### src/rtl/mips_led_ctrl_if.sv
// CPU data-bus port of the LED controller: write strobe, register select,
// write data and combinational read data.
interface mips_led_ctrl_if;
  // Single-cycle bus, no valid/ready: a write is taken on every rising edge
  // where we=1; rdata always reflects addr combinationally, with no wait states.
  logic        we;
  logic [1:0]  addr;
  logic [31:0] wdata;
  logic [31:0] rdata;

  modport master (output we, addr, wdata, input rdata);
  modport slave  (input we, addr, wdata, output rdata);
endinterface

### src/rtl/mips_led_ctrl.sv
// Memory-mapped N_LED channel controller: static, blink, PWM or inverted per channel.
// Optional PWM hardware (DUTY register, pwm_cnt) is built only when LED_PWM_EN is defined.
module mips_led_ctrl #(
  parameter int N_LED = 8,
  parameter int PRE_W = 24
) (
  input  logic             clk,
  input  logic             reset,
  mips_led_ctrl_if.slave   bus,
  output logic [N_LED-1:0] led
);
  logic [N_LED-1:0]   data_r;
  logic [2*N_LED-1:0] mode_r;
  logic [PRE_W-1:0]   prescale_r;
  logic [PRE_W-1:0]   pre_cnt;
  logic               blink_ph;
  logic               pwm_on;
  logic [N_LED-1:0]   f;
  logic               wr_data;
  logic               wr_mode;
  logic               wr_pre;
  logic               unused_wdata;

  assign wr_data = bus.we && (bus.addr == 2'd0);
  assign wr_mode = bus.we && (bus.addr == 2'd1);
  assign wr_pre  = bus.we && (bus.addr == 2'd2);
  assign unused_wdata = ^bus.wdata;

  always_ff @(posedge clk) begin
    if (reset) begin
      data_r     <= '0;
      mode_r     <= '0;
      prescale_r <= '0;
    end else begin
      if (wr_data) data_r     <= bus.wdata[N_LED-1:0];
      if (wr_mode) mode_r     <= bus.wdata[2*N_LED-1:0];
      if (wr_pre)  prescale_r <= bus.wdata[PRE_W-1:0];
    end
  end

  // A PRESCALE write restarts the count so a lowered limit never wraps around.
  always_ff @(posedge clk) begin
    if (reset) begin
      pre_cnt  <= '0;
      blink_ph <= 1'b0;
    end else if (wr_pre) begin
      pre_cnt  <= '0;
    end else if (pre_cnt == prescale_r) begin
      pre_cnt  <= '0;
      blink_ph <= ~blink_ph;
    end else begin
      pre_cnt  <= pre_cnt + 1'b1;
    end
  end

`ifdef LED_PWM_EN
  logic [7:0] duty_r;
  logic [7:0] pwm_cnt;
  logic       wr_duty;

  assign wr_duty = bus.we && (bus.addr == 2'd3);

  always_ff @(posedge clk) begin
    if (reset) begin
      duty_r  <= '0;
      pwm_cnt <= '0;
    end else begin
      pwm_cnt <= pwm_cnt + 8'd1;
      if (wr_duty) duty_r <= bus.wdata[7:0];
    end
  end

  assign pwm_on = (pwm_cnt < duty_r);
`else
  // Without PWM hardware, mode 10 collapses to a plain static channel.
  assign pwm_on = 1'b1;
`endif

  always_comb begin
    f = '0;
    for (int i = 0; i < N_LED; i++) begin
      case (mode_r[2*i +: 2])
        2'b00:   f[i] = data_r[i];
        2'b01:   f[i] = data_r[i] & blink_ph;
        2'b10:   f[i] = data_r[i] & pwm_on;
        default: f[i] = ~data_r[i];
      endcase
    end
  end

  always_ff @(posedge clk) begin
    if (reset) led <= '0;
    else       led <= f;
  end

  always_comb begin
    bus.rdata = '0;
    case (bus.addr)
      2'd0: bus.rdata[N_LED-1:0]   = data_r;
      2'd1: bus.rdata[2*N_LED-1:0] = mode_r;
      2'd2: bus.rdata[PRE_W-1:0]   = prescale_r;
      default: begin
`ifdef LED_PWM_EN
        bus.rdata[7:0] = duty_r;
`endif
      end
    endcase
  end
endmodule

### src/flat_wrapper.sv
// flat-port wrapper written by rule: the top's interface ports become plain ports
module mips_led_ctrl_flat 
#(
  parameter int N_LED = 8,
  parameter int PRE_W = 24
)
  (clk, reset, led, bus_we, bus_addr, bus_wdata, bus_rdata);
  mips_led_ctrl_if bus_i ();
  input  logic clk;
  input  logic reset;
  output logic [N_LED-1:0] led;
  input wire logic [$bits(bus_i.we)-1:0] bus_we;
  input wire logic [$bits(bus_i.addr)-1:0] bus_addr;
  input wire logic [$bits(bus_i.wdata)-1:0] bus_wdata;
  output wire logic [$bits(bus_i.rdata)-1:0] bus_rdata;
  assign bus_i.we = bus_we;
  assign bus_i.addr = bus_addr;
  assign bus_i.wdata = bus_wdata;
  assign bus_rdata = bus_i.rdata;
  mips_led_ctrl #(.N_LED(N_LED), .PRE_W(PRE_W)) u_core (.clk(clk), .reset(reset), .bus(bus_i), .led(led));
endmodule
### config.mk
export PLATFORM = sky130hd
export DESIGN_NAME = mips_led_ctrl_flat
export DESIGN_NICKNAME = d
export VERILOG_FILES = /design/src/rtl/mips_led_ctrl_if.sv /design/src/rtl/mips_led_ctrl.sv /design/src/flat_wrapper.sv
export SDC_FILE = /design/constraint.sdc
export NUM_CORES = 1
export LEC_CHECK = 0
export BUFFER_PORTS_ARGS = -buffer_cell sky130_fd_sc_hd__buf_2
export CAP_MARGIN = 15
export CORE_MARGIN = 2
export CORE_UTILIZATION = 49
export DETAILED_ROUTE_END_ITERATION = 7
export HOLD_SLACK_MARGIN = 0.02
export PLACE_DENSITY = 0.76
export SYNTH_ARGS = -nofsm -noshare
export SYNTH_HDL_FRONTEND = slang
export SYNTH_SLANG_ARGS = --single-unit
### constraint.sdc
create_clock -name clk -period 1.7 [get_ports clk]
set_input_delay 0.34 -clock clk [delete_from_list [all_inputs] [get_ports clk]]
set_output_delay 0.34 -clock clk [all_outputs]
set_load 0.005 [all_outputs]
==> impl_metrics.tcl <==
set metrics [dict create \
    crit_path_frequent_cell "buf_4" \
    wirelength_mm 10.5 \
    layout.cells.non_filler 678 \
    setup_viol 26 \
    p_int_w 0.00282 \
    grt_pass1_wl_mm 16.0 \
    violations "setup timing" \
    finalHoldViolations 0 \
    p_comb_share_pct 14.1 \
    clockPowerShare_pct 34.5 \
    fmax_ghz 0.554 \
    drv_cap 0 \
    drc 0 \
    overflow 0 \
    synth-main-ff-cell "dfxtp_1" \
    cts_buffers 9 \
    slew_headroom_pct 53.4 \
    status "complete, but fails checks" \
    end_kind "register" \
    hold_class "input port to register" \
    async_flop_share_pct 0 \
    drive_above_1_share_pct 25.7 \
    final_nets 616 \
    firstDrtPassIters 5 \
    min_period_over_period_pct 106 \
    yosysSeqAreaShare_pct 43.3 \
    initial_core_util_pct 51.1 \
    postRouteAntennaNets 0 \
    synthToLayoutAreaGrowth_pct 28.4 \
    rsz0062_at_grt "true" \
    grt_max_degree 45 \
    drtIter0Drc 279 \
    ir_drop_mv 0.613 \
    finalWeightedCongestion 0.850 \
    preCtsSetupSlack_ns -0.195 \
    post-place-cells 647 \
    final_util_pct 65.6 \
    synth.area.top_cells "dfxtp_1 (43%), nand2_1 (11%), xor2_1 (8.9%)" \
    netlist.area_leader.share_pct 43.3 \
    setup.worst_path.start_class "register" \
    synth_edf_count 0 \
    crit_type "register to register" \
    slowest_stage "dfxtp_2" \
    clk_pin_slew_ns 0.09 \
    final.fill_count 601 \
    via_per_inst 5.44 \
    grt_antenna_before_repair 0 \
    rows 31 \
    finalPower_w 0.00390 \
    ys_types 29 \
    cts-root-buf "clkbuf_8" \
    path_max_fanout 2 \
    slew_violations 0 \
    sw_frac_of_total_pct 27.6 \
    fin_ws_ns -0.106 \
    cts_tree "built" \
    worst_slew_pin_slew_ns 0.699 \
    ys_seq_elements 81 \
    slowest_delay_ns 0.35 \
    synth_warnings 0 \
    seqPwrFrac_pct 51.4 \
    die_area_sq_mm 0.00835 \
    period_minus_slack_ns 1.81 \
    port_buffers 60 \
    track_usage_pct 23.8 \
    yosys.area.top_type "dfxtp_1" \
    netSwitchingPower_w 0.00108 \
    power_density_mw_per_mm2 811 \
    hpwlAfterDp_mm 7.00 \
    hold_buffers 0 \
    crit_chain "xor2_1 -> nor4_2 -> nand4_1 -> buf_4 -> buf_4 -> o31ai_2 -> a21oi_1" \
    syn-instance-count 479 \
    dieWidth_microns 91.4 \
    diodes 0 \
    io_pins 77 \
    leakagePower_nw 2.05 \
    die_h_microns 91.4 \
    syn_area_per_cell_sq_um 7.82 \
    yosys-top-cells-count "nand2_1 (106), dfxtp_1 (81), a21oi_1 (57)" \
    netlist_area_sq_mm 0.00374 \
    grt_pass1_vias 3260 \
    critPathRequiredTime_ns 1.94 \
    core_sq_mm 0.00733 \
    clock_latency_ns 0.35 \
    vias 3687 \
    cts_sinks 81 \
    avgRoutedWirePerCell_microns 15.4 \
    synth.most_common_cell "nand2_1" \
    skew_ns 0.00967 \
    clk_path_buf_depth 2 \
    reg2reg_slack_ns -0.11 \
    arrival_ns 2.04 \
    cts-htree-levels 3 \
    whs_ns 0.216 \
]
final timing paths:
kind	startpoint	to	cells past startpoint
min reg2reg	u_core.prescale_r[22]	u_core.prescale_r[22]	2
max reg2reg	u_core.prescale_r[10]	u_core.blink_ph	7
min	bus_wdata[21]	u_core.prescale_r[21]	3
max	u_core.prescale_r[10]	u_core.blink_ph	7
per-layer routing:
layer | part of all wire, % | global-route usage (%)
met5 | 0 | 0
met4 | 1.6 | 7.83
met3 | 8.0 | 5.56
met2 | 48 | 38.5
met1 | 43 | 31.4
flip-flops by register name (all words and copies together), names as in the netlist:
register and cells:
u_core.blink_ph 1, u_core.data_r 8, u_core.led 8, u_core.mode_r 16, u_core.pre_cnt 24, u_core.prescale_r 24
worst max-delay path: cells and delay by family, from the launching register on:
kind / cells / cell delay [ns]
AOI/OAI and AO/OA: 2 / 0.32
xor gates and xnor gates: 1 / 0.18
buffers and inverters: 2 / 0.31
and+or+nand+nor: 2 / 0.53
DFF: 1 / 0.35
power by group through the flow:
stage                     registers [W]  clock network (W)  logic, W
after floorplan                 0.00204                  0  0.000245
after global placement          0.00204                  0  0.000406
after global routing            0.00201            0.00144  0.000597
final                           0.00200            0.00134  0.000550
after detailed placement        0.00205                  0  0.000414
after CTS                       0.00200            0.00136  0.000457
cells in the final DEF, fill, tap and decap left out, types with 9 or more instances in the layout:
master / synthesis / routed
nor2_1: 54 / 54
buf_4: 8 / 38
and2_1: 10 / 10
dfxtp_1: 81 / 73
nand2_1: 106 / 106
a21oi_1: 57 / 57
nand3_1: 20 / 20
buf_2: 3 / 59
xor2_1: 38 / 38
buf_6: 1 / 9
clkbuf_8: 0 / 11
kinds of logic (layout without fill, tap and decap cells):
family	Yosys count	in the layout	synth area share, %
AOI/OAI and AO/OA	83	83	12.8
xor gates and xnor gates	46	46	10.8
adders and majority gates	5	5	1.67
buffers and inverters	41	134	5.21
DFF	81	81	43.3
other	1	8	0.100
and+or+nand+nor	222	222	26.2
final cells by class:
class	instances	area [sq um]	area share, %
timing repair buffer	112	797	16.6
clock buffer	11	151	3.15
sequential	81	1630	34.0
clock inverter	5	40.0	0.833
multi-input combinational	364	2030	42.3
inverter	6	30.0	0.625
tap	99	124	2.58
through the flow:
step                      instance area (sq um)  TNS [ns]
after floorplan                            3770         0
after global placement                     4320     -2.19
after detailed placement                   4320     -4.09
after CTS                                  4590   -0.0115
after global routing                       4810     -3.89
final                                      4810     -1.63
timing repair:
item,CTS,global route
pin swaps,8,21
cloned,0,2
buffers inserted,2,13
resized for setup,15,36
setup endpoints to repair,21,34
Note: power is estimated with default switching activity, not from simulation.
